`src/rtl/inst_fetch_queue_pkg.sv`:
```
// Shared definitions for the fetch path (PFU, instruction queue, DPU).
package inst_fetch_queue_pkg;

    localparam int unsigned IFQ_INST_WIDTH = 32;
    localparam int unsigned IFQ_PC_WIDTH   = 32;

    localparam logic [IFQ_PC_WIDTH-1:0]   INIT_PC  = 32'h8000_0000;
    localparam logic [IFQ_INST_WIDTH-1:0] NOP_INST = 32'h0000_0013;

    typedef struct packed {
        logic [IFQ_INST_WIDTH-1:0] inst;
        logic [IFQ_PC_WIDTH-1:0]   pc;
    } ifq_entry_t;

endpackage

```
`src/rtl/inst_fetch_queue.sv`:
```
// Decoupling FIFO of {inst, pc} pairs between prefetch and decode, with flush.
module inst_fetch_queue
    import inst_fetch_queue_pkg::*;
#(
    parameter int unsigned DEPTH      = 4,
    parameter int unsigned INST_WIDTH = IFQ_INST_WIDTH,
    parameter int unsigned PC_WIDTH   = IFQ_PC_WIDTH,
    parameter int unsigned CNT_WIDTH  = 3
) (
    input  logic                  clk_i,
    input  logic                  rst_i,
    input  logic                  pfu2ifq_valid_i,
    input  logic [INST_WIDTH-1:0] pfu2ifq_inst_i,
    input  logic [PC_WIDTH-1:0]   pfu2ifq_pc_i,
    output logic                  ifq2pfu_ready_o,
    output logic                  ifq2dpu_valid_o,
    output logic [INST_WIDTH-1:0] ifq2dpu_inst_o,
    output logic [PC_WIDTH-1:0]   ifq2dpu_pc_o,
    input  logic                  dpu2ifq_ready_i,
    input  logic                  ctrl2ifq_flush_i,
    output logic                  ifq2ctrl_empty_o,
    output logic [CNT_WIDTH-1:0]  ifq2ctrl_count_o
);

    localparam int unsigned AW = $clog2(DEPTH);
    localparam int unsigned PW = AW + 1;

    logic [PW-1:0]         wr_ptr;
    logic [PW-1:0]         rd_ptr;
    logic [INST_WIDTH-1:0] inst_mem [DEPTH];
    logic [PC_WIDTH-1:0]   pc_mem   [DEPTH];

    logic empty_c;
    logic full_c;
    logic push_c;
    logic pop_c;

    // Wrap bit distinguishes full from empty when the index bits match.
    assign empty_c = (wr_ptr == rd_ptr);
    assign full_c  = (wr_ptr[AW-1:0] == rd_ptr[AW-1:0]) && (wr_ptr[AW] != rd_ptr[AW]);

    assign ifq2pfu_ready_o = ~full_c & ~ctrl2ifq_flush_i;
    assign ifq2dpu_valid_o = ~empty_c & ~ctrl2ifq_flush_i;

    assign push_c = pfu2ifq_valid_i & ifq2pfu_ready_o;
    assign pop_c  = ifq2dpu_valid_o & dpu2ifq_ready_i;

    assign ifq2dpu_inst_o   = empty_c ? '0 : inst_mem[rd_ptr[AW-1:0]];
    assign ifq2dpu_pc_o     = empty_c ? '0 : pc_mem[rd_ptr[AW-1:0]];
    assign ifq2ctrl_empty_o = empty_c;
    assign ifq2ctrl_count_o = CNT_WIDTH'(wr_ptr - rd_ptr);

    // Pointer update; flush empties the queue by catching rd up to wr.
    always_ff @(posedge clk_i) begin
        if (rst_i) begin
            wr_ptr <= '0;
            rd_ptr <= '0;
        end else if (ctrl2ifq_flush_i) begin
            rd_ptr <= wr_ptr;
        end else begin
            if (push_c) begin
                wr_ptr <= wr_ptr + PW'(1);
            end
            if (pop_c) begin
                rd_ptr <= rd_ptr + PW'(1);
            end
        end
    end

    // Storage array carries no reset; contents are only observable via pointers.
    always_ff @(posedge clk_i) begin
        if (push_c && !rst_i) begin
            inst_mem[wr_ptr[AW-1:0]] <= pfu2ifq_inst_i;
            pc_mem[wr_ptr[AW-1:0]]   <= pfu2ifq_pc_i;
        end
    end

endmodule

```
`config.mk`:
```
export PLATFORM = sky130hd
export DESIGN_NAME = inst_fetch_queue
export DESIGN_NICKNAME = d
export VERILOG_FILES = /design/src/rtl/inst_fetch_queue_pkg.sv /design/src/rtl/inst_fetch_queue.sv
export SDC_FILE = /design/constraint.sdc
export NUM_CORES = 1
export LEC_CHECK = 0
export CAP_MARGIN = 20
export CORE_MARGIN = 4
export CORE_UTILIZATION = 49
export DETAILED_ROUTE_END_ITERATION = 10
export PLACE_DENSITY = 0.78
export SYNTH_ARGS = -nofsm -noshare
export SYNTH_HDL_FRONTEND = slang
export SYNTH_SLANG_ARGS = --single-unit
```
`constraint.sdc`:
```
create_clock -name clk_i -period 2.98 [get_ports clk_i]
set_input_delay 0.596 -clock clk_i [delete_from_list [all_inputs] [get_ports clk_i]]
set_output_delay 0.596 -clock clk_i [all_outputs]
set_load 0.1 [all_outputs]
```
After elaboration in Yosys (flattened, before gate mapping)
Memories as Yosys holds them, arrays and structs flattened. A register that Yosys moved wholly into a read port is not among the register bits.
Index checks and enable logic that the tools add are counted.

operators by class
  equality and inequality tests = 3
  shift-type cells = 0
  div/mod/pow operators = 0
  multiplexer cells = 10
  bitwise logic cells = 7
  reduce and logical (&&, ||, !) cells = 5
  $lt $le $gt $ge = 0
  $mul = 0
  $add $sub $neg = 3

operators by type and width
  operator                                      count
  two-way mux 32 bit                            2
  two-way mux 2 bit                             4
  adder 3 x 1 -> 3 bit (second input constant)  2
  two-way mux 3 bit                             2
  AND 1 bit                                     4
  equality test 3 bit                           1
  inverter 1 bit                                3
  subtractor 3 bit                              1
  equality test 2 bit                           1
  logical AND 1 bit                             2
  two-way mux 1 bit                             2
  AND reduction 2 bit                           1
  nonzero test 2 bit                            1
  zero test 1 bit                               1
  != test 1 bit                                 1

storage, ports and cells
  bits in writable memories = 256
  memories = 2
  ROM bits = 0
  latch bits = 0
  register bits = 6
  output and inout port bits = 70

memory list
  name      words  bits a word  rd ports  clocked after memory_dff  wr ports  RTL line                RTL
  inst_mem  4      32           1         1                         1         inst_fetch_queue.sv:30  logic [INST_WIDTH-1:0] inst_mem [DEPTH];
  pc_mem    4      32           1         1                         1         inst_fetch_queue.sv:31  logic [PC_WIDTH-1:0] pc_mem [DEPTH];

Logic depth before layout (Yosys ltp)
  depth after elaboration = 8
  gate-level depth with buffers = 7
  depth with buffers taken out = 5

Worst setup path after synthesis
Ideal clock, no wire load.

  path kind = reg2out
  start = register wr_ptr[0]
  end = output port ifq2dpu_pc_o[23]
  data required time = 2384 ps
  cell stages (with the launch flop) = 8
  path buffers = 2
  setup slack = -382 ps
  arrival time = 2766 ps
  cells stage by stage = dfxtp_1 -> inv_1 -> ha_1 -> nand2_1 -> nor2_2 -> buf_6 -> buf_6 -> nor2b_1

between the ends
  longest elaborated chain between the ends = 2

RTL lines
  element                     RTL line                RTL
  from (decl)                 inst_fetch_queue.sv:28  logic [PW-1:0] wr_ptr;
  from (signal assigned)      inst_fetch_queue.sv:62  wr_ptr <= wr_ptr + PW'(1);
  equality test 3 bit         inst_fetch_queue.sv:39  assign empty_c = (wr_ptr == rd_ptr);
  named net ifq2ctrl_empty_o  inst_fetch_queue.sv:21  output logic ifq2ctrl_empty_o,
  two-way mux 32 bit          inst_fetch_queue.sv:49  assign ifq2dpu_pc_o = empty_c ? '0 : pc_mem[rd_ptr[AW-1:0]];
  to (decl)                   inst_fetch_queue.sv:18  output logic [PC_WIDTH-1:0] ifq2dpu_pc_o,

The timed path passes the listed nets, and every way through them passes these cells.

Worst setup path after layout
  start = register rd_ptr[1]
  end = output port ifq2dpu_inst_o[19]

between the ends
  longest elaborated chain between the ends = 2

RTL lines
  element                 RTL line                RTL
  from (decl)             inst_fetch_queue.sv:29  logic [PW-1:0] rd_ptr;
  from (signal assigned)  inst_fetch_queue.sv:59  rd_ptr <= wr_ptr;
  from (signal assigned)  inst_fetch_queue.sv:65  rd_ptr <= rd_ptr + PW'(1);
  equality test 3 bit     inst_fetch_queue.sv:39
  two-way mux 32 bit      inst_fetch_queue.sv:48  assign ifq2dpu_inst_o = empty_c ? '0 : inst_mem[rd_ptr[AW-1:0]];
  to (decl)               inst_fetch_queue.sv:17  output logic [INST_WIDTH-1:0] ifq2dpu_inst_o,

Every way passes these cells.

==> results.md <==
- Cells after Synth: 472
- Unique masters post-synth: 35
- Clock power frac: 28.4%
- Commonest non-fill, non-tap cells in the layout: edfxtp_1 (256), buf_12 (79), clkdlybuf4s50_1 (68)
- Crit path from: rd_ptr[1]$_SDFFE_PP0P_
- Num rows: 53
- Status: finished, final reports clean
- RR Endpoint: pc_mem[3][25]$_DFFE_PP_
- Remaining Overflow, GRT: 0
- CP Max Fanout: 31
- Vias/cell: roughly 5.4
- Switching Power: 0.00334 W
- Final WL: ~20000 um
- Die Width: between 150 and 200 um
- Layout area overhead: 33.9%
- Critical-path top delay cell: dfxtp_1
- PnR Total Power: 0.0103 W
- Commonest non-fill, non-tap cell in the layout: edfxtp_1
- CTS root buf: clkbuf_16
- Setup Crit Path Kind: flip-flop to primary output
- Max IR drop VDD: between 0.4 and 0.5 mV
- YS warnings: 0
- Syn Nets: 549
- Synthesized area: about 10000 um2
- Worst path arrival time: 2.31 ns
- Drt initial violations: roughly 220
- Vias in the first global route: ~5500
- DRC: 0
- #FFs+latches synth: 264
- Reg2Reg Setup Slack: 0.80 ns
- Post-synth ARST share: 0%
- Tightest Pin Transition: 0.452 ns
- P_leak: between 4 and 5 nW
- Number of synthesized flops with an enable pin: 256
- Period utilization: 97.4%
- Internal power: 0.00700 W
- Initial antenna violation count: 0
- First-pass GRT wire length: 30400 um
- Most common cell on crit path: buf_12
- CTS tree: built
- Core area: 21000 um2
- CTS Buf Count: 27
- Fraction of layout cells with a size suffix above 1: between 30 and 40%
- Avg Inst Size Synth: 22.1 um2
- Most used DFF post-synth: edfxtp_1
- Final Max Tran Viols: 0
- Clock latency at the later pin of the worst-skew pair: approximately 0.52 ns
- Final setup fails: 0
- Fmax: around 340 MHz
- Clock Path Buffers: 3
- Slew HR: 69.7%
- PwrDens: 740 nW/um2
- Crit-path cells: inv_1 -> ha_2 -> nand2_4 -> nor2_4 -> buf_12 -> buf_16 -> nor2b_2 -> buf_12
- CP required: 2.38 ns
- Avg WL per Cell: 21.3 um
- Sink Count: 264
- Area leader, netlist: edfxtp_1
- Comb pwr share: 31.3%
- Net Sw Frac: about a third
- Cts hold-fix bufs: 0
- Crit end category: primary output
- Critical path depth: 8
- DR vias: 5059
- CP peak stage delay: 0.41 ns
- Clock Skews: 0.0163 ns
- Final WS setup: between 0.07 and 0.08 ns
- N_diodes: 0
- Aggregate global-route resource usage: 16.2%
- H-tree Lvls: 1
- Die area: 23700 um2
- Layout fillers: 1307
- Final ANT Viol Nets: 0
- Starting Density: 49.7%
- Flop pwr share: 40.3%
- Final hold vios: 0
- Delay-heaviest family, CP: buffers and inverters
- Critical Path Sink: ifq2dpu_inst_o[19]
- Reg clk slew, reported paths: 0.06 ns
- Top cell type's share of synthesized area: 73.6%
- R2R depth: 6
- Largest net degree at the start of global routing: 65
- Post-DP HPWL: 12300 um
- Minimum hold slack: approximately 0.56 ns
- Finished layout cell area: 14000 um2
- Gpl congestion: between 0.8 and 0.9
- Vert. Die Dim: 154 um
- Worst Path Buf+Inv: 4
- Nets: approximately 700
- Worst min path class: flip-flop to flip-flop
- Seq/Total Area, Yosys: 75.2%
- Pre-CTS setup slack: ~0.37 ns
- I/O pin total: 139
- First-pass DRT Iterations: 4
- Tmin final: just under 3 ns
- Dpl cell area: 13000 um2
- RR Startpoint: rd_ptr[1]$_SDFFE_PP0P_
- Area contributors post-synth: edfxtp_1 (74%), mux4_1 (7.8%), mux4_2 (7.1%)
- Startpoint Class: flip-flop
- PortBufs: roughly 140
- Max-Cap Viols: 0
per-stage QoR:
step	utilization [%]	std cells	TNS (ns)
6_report	66.5	931	0
5_1_grt	66.5	931	-0.489
4_1_cts	65.8	923	0
3_5_place_dp	62.1	875	0
3_3_place_gp	62.1	875	0
2_1_floorplan	-	472	-4.48
cell usage after synthesis, types with 2 or more instances:
| cell | number |
|---|---|
| edfxtp_1 | 256 |
| nor2b_1 | 62 |
| mux4_2 | 33 |
| mux4_1 | 31 |
| buf_6 | 12 |
| dfxtp_1 | 8 |
| ha_1 | 7 |
| buf_2 | 6 |
| inv_1 | 6 |
| and3_1 | 5 |
| nor2_1 | 5 |
| a21oi_1 | 4 |
| clkbuf_1 | 4 |
| nand3_1 | 3 |
| nor2b_2 | 3 |
| a31oi_1 | 2 |
| mux2_4 | 2 |
| o2111ai_1 | 2 |
| o211a_1 | 2 |
| o22ai_1 | 2 |
| o31a_1 | 2 |
| xnor2_1 | 2 |
metal layers:
layer	vias to the layer above	track usage, %	part of all wire (%)
met5	-	0	0
met1	2583	21.1	40
met2	175	28.3	52
li1	2277	-	-
met4	0	3.45	1.3
met3	24	3.63	6.2
worst reg2reg max path: stages (launching register included):
cell and delay [ns]:
dfxtp_1 0.41, inv_1 0.10, ha_2 0.32, nand2_4 0.13, o21a_2 0.23, and3_4 0.41
buf_12 0.25
cell families (layout without fill, tap and decap cells):
| family | Yosys count | after routing | share of synthesized area (%) |
|---|---|---|---|
| flops | 264 | 264 | 75.2 |
| mux | 66 | 66 | 15.2 |
| xor+xnor | 3 | 3 | 0.324 |
| simple gates | 85 | 85 | 5.12 |
| compound gates | 17 | 17 | 1.16 |
| buf+inv | 29 | 213 | 1.99 |
| fa+ha+maj | 8 | 8 | 1.03 |
power by group through the flow:
stage	logic, W	clock network (W)	registers, W
2_1_floorplan	0.00204	0	0.00422
3_3_place_gp	0.00311	0	0.00425
3_5_place_dp	0.00314	0	0.00425
4_1_cts	0.00315	0.00301	0.00418
5_1_grt	0.00334	0.00318	0.00417
6_report	0.00324	0.00294	0.00417
layout make-up:
| cell class | count | area [um2] | share of cell area [%] |
|---|---|---|---|
| sequential | 264 | 7860 | 56.2 |
| multi-input combinational | 179 | 2590 | 18.6 |
| timing repair buffer | 159 | 2390 | 17.1 |
| clock buffer | 37 | 713 | 5.10 |
| tap | 275 | 344 | 2.46 |
| clock inverter | 11 | 60.1 | 0.430 |
| inverter | 6 | 22.5 | 0.161 |
worst min path at each step:
stage / from / endpoint / cells past startpoint
global placement: rd_ptr[2]$_SDFFE_PP0P_ / rd_ptr[2]$_SDFFE_PP0P_ / 2
floorplan: rd_ptr[2]$_SDFFE_PP0P_ / rd_ptr[2]$_SDFFE_PP0P_ / 2
global route: rd_ptr[2]$_SDFFE_PP0P_ / rd_ptr[2]$_SDFFE_PP0P_ / 2
finish: rd_ptr[2]$_SDFFE_PP0P_ / rd_ptr[2]$_SDFFE_PP0P_ / 2
detailed placement: rd_ptr[2]$_SDFFE_PP0P_ / rd_ptr[2]$_SDFFE_PP0P_ / 2
CTS: rd_ptr[2]$_SDFFE_PP0P_ / rd_ptr[2]$_SDFFE_PP0P_ / 2
flip-flops by register name, summed over array words and instances (netlist names), named ones only:
| name | flops |
|---|---|
| rd_ptr | 3 |
| wr_ptr | 3 |
| pc_mem | 128 |
| inst_mem | 128 |
timing repair:
action                                  in CTS  in global routing
gates resized for setup                      3                 14
endpoints found under the setup margin      65                 66
pin swaps                                    0                  1
setup buffers                                0                  7
cloned                                       0                  1
(Power assumes the default switching activity.)
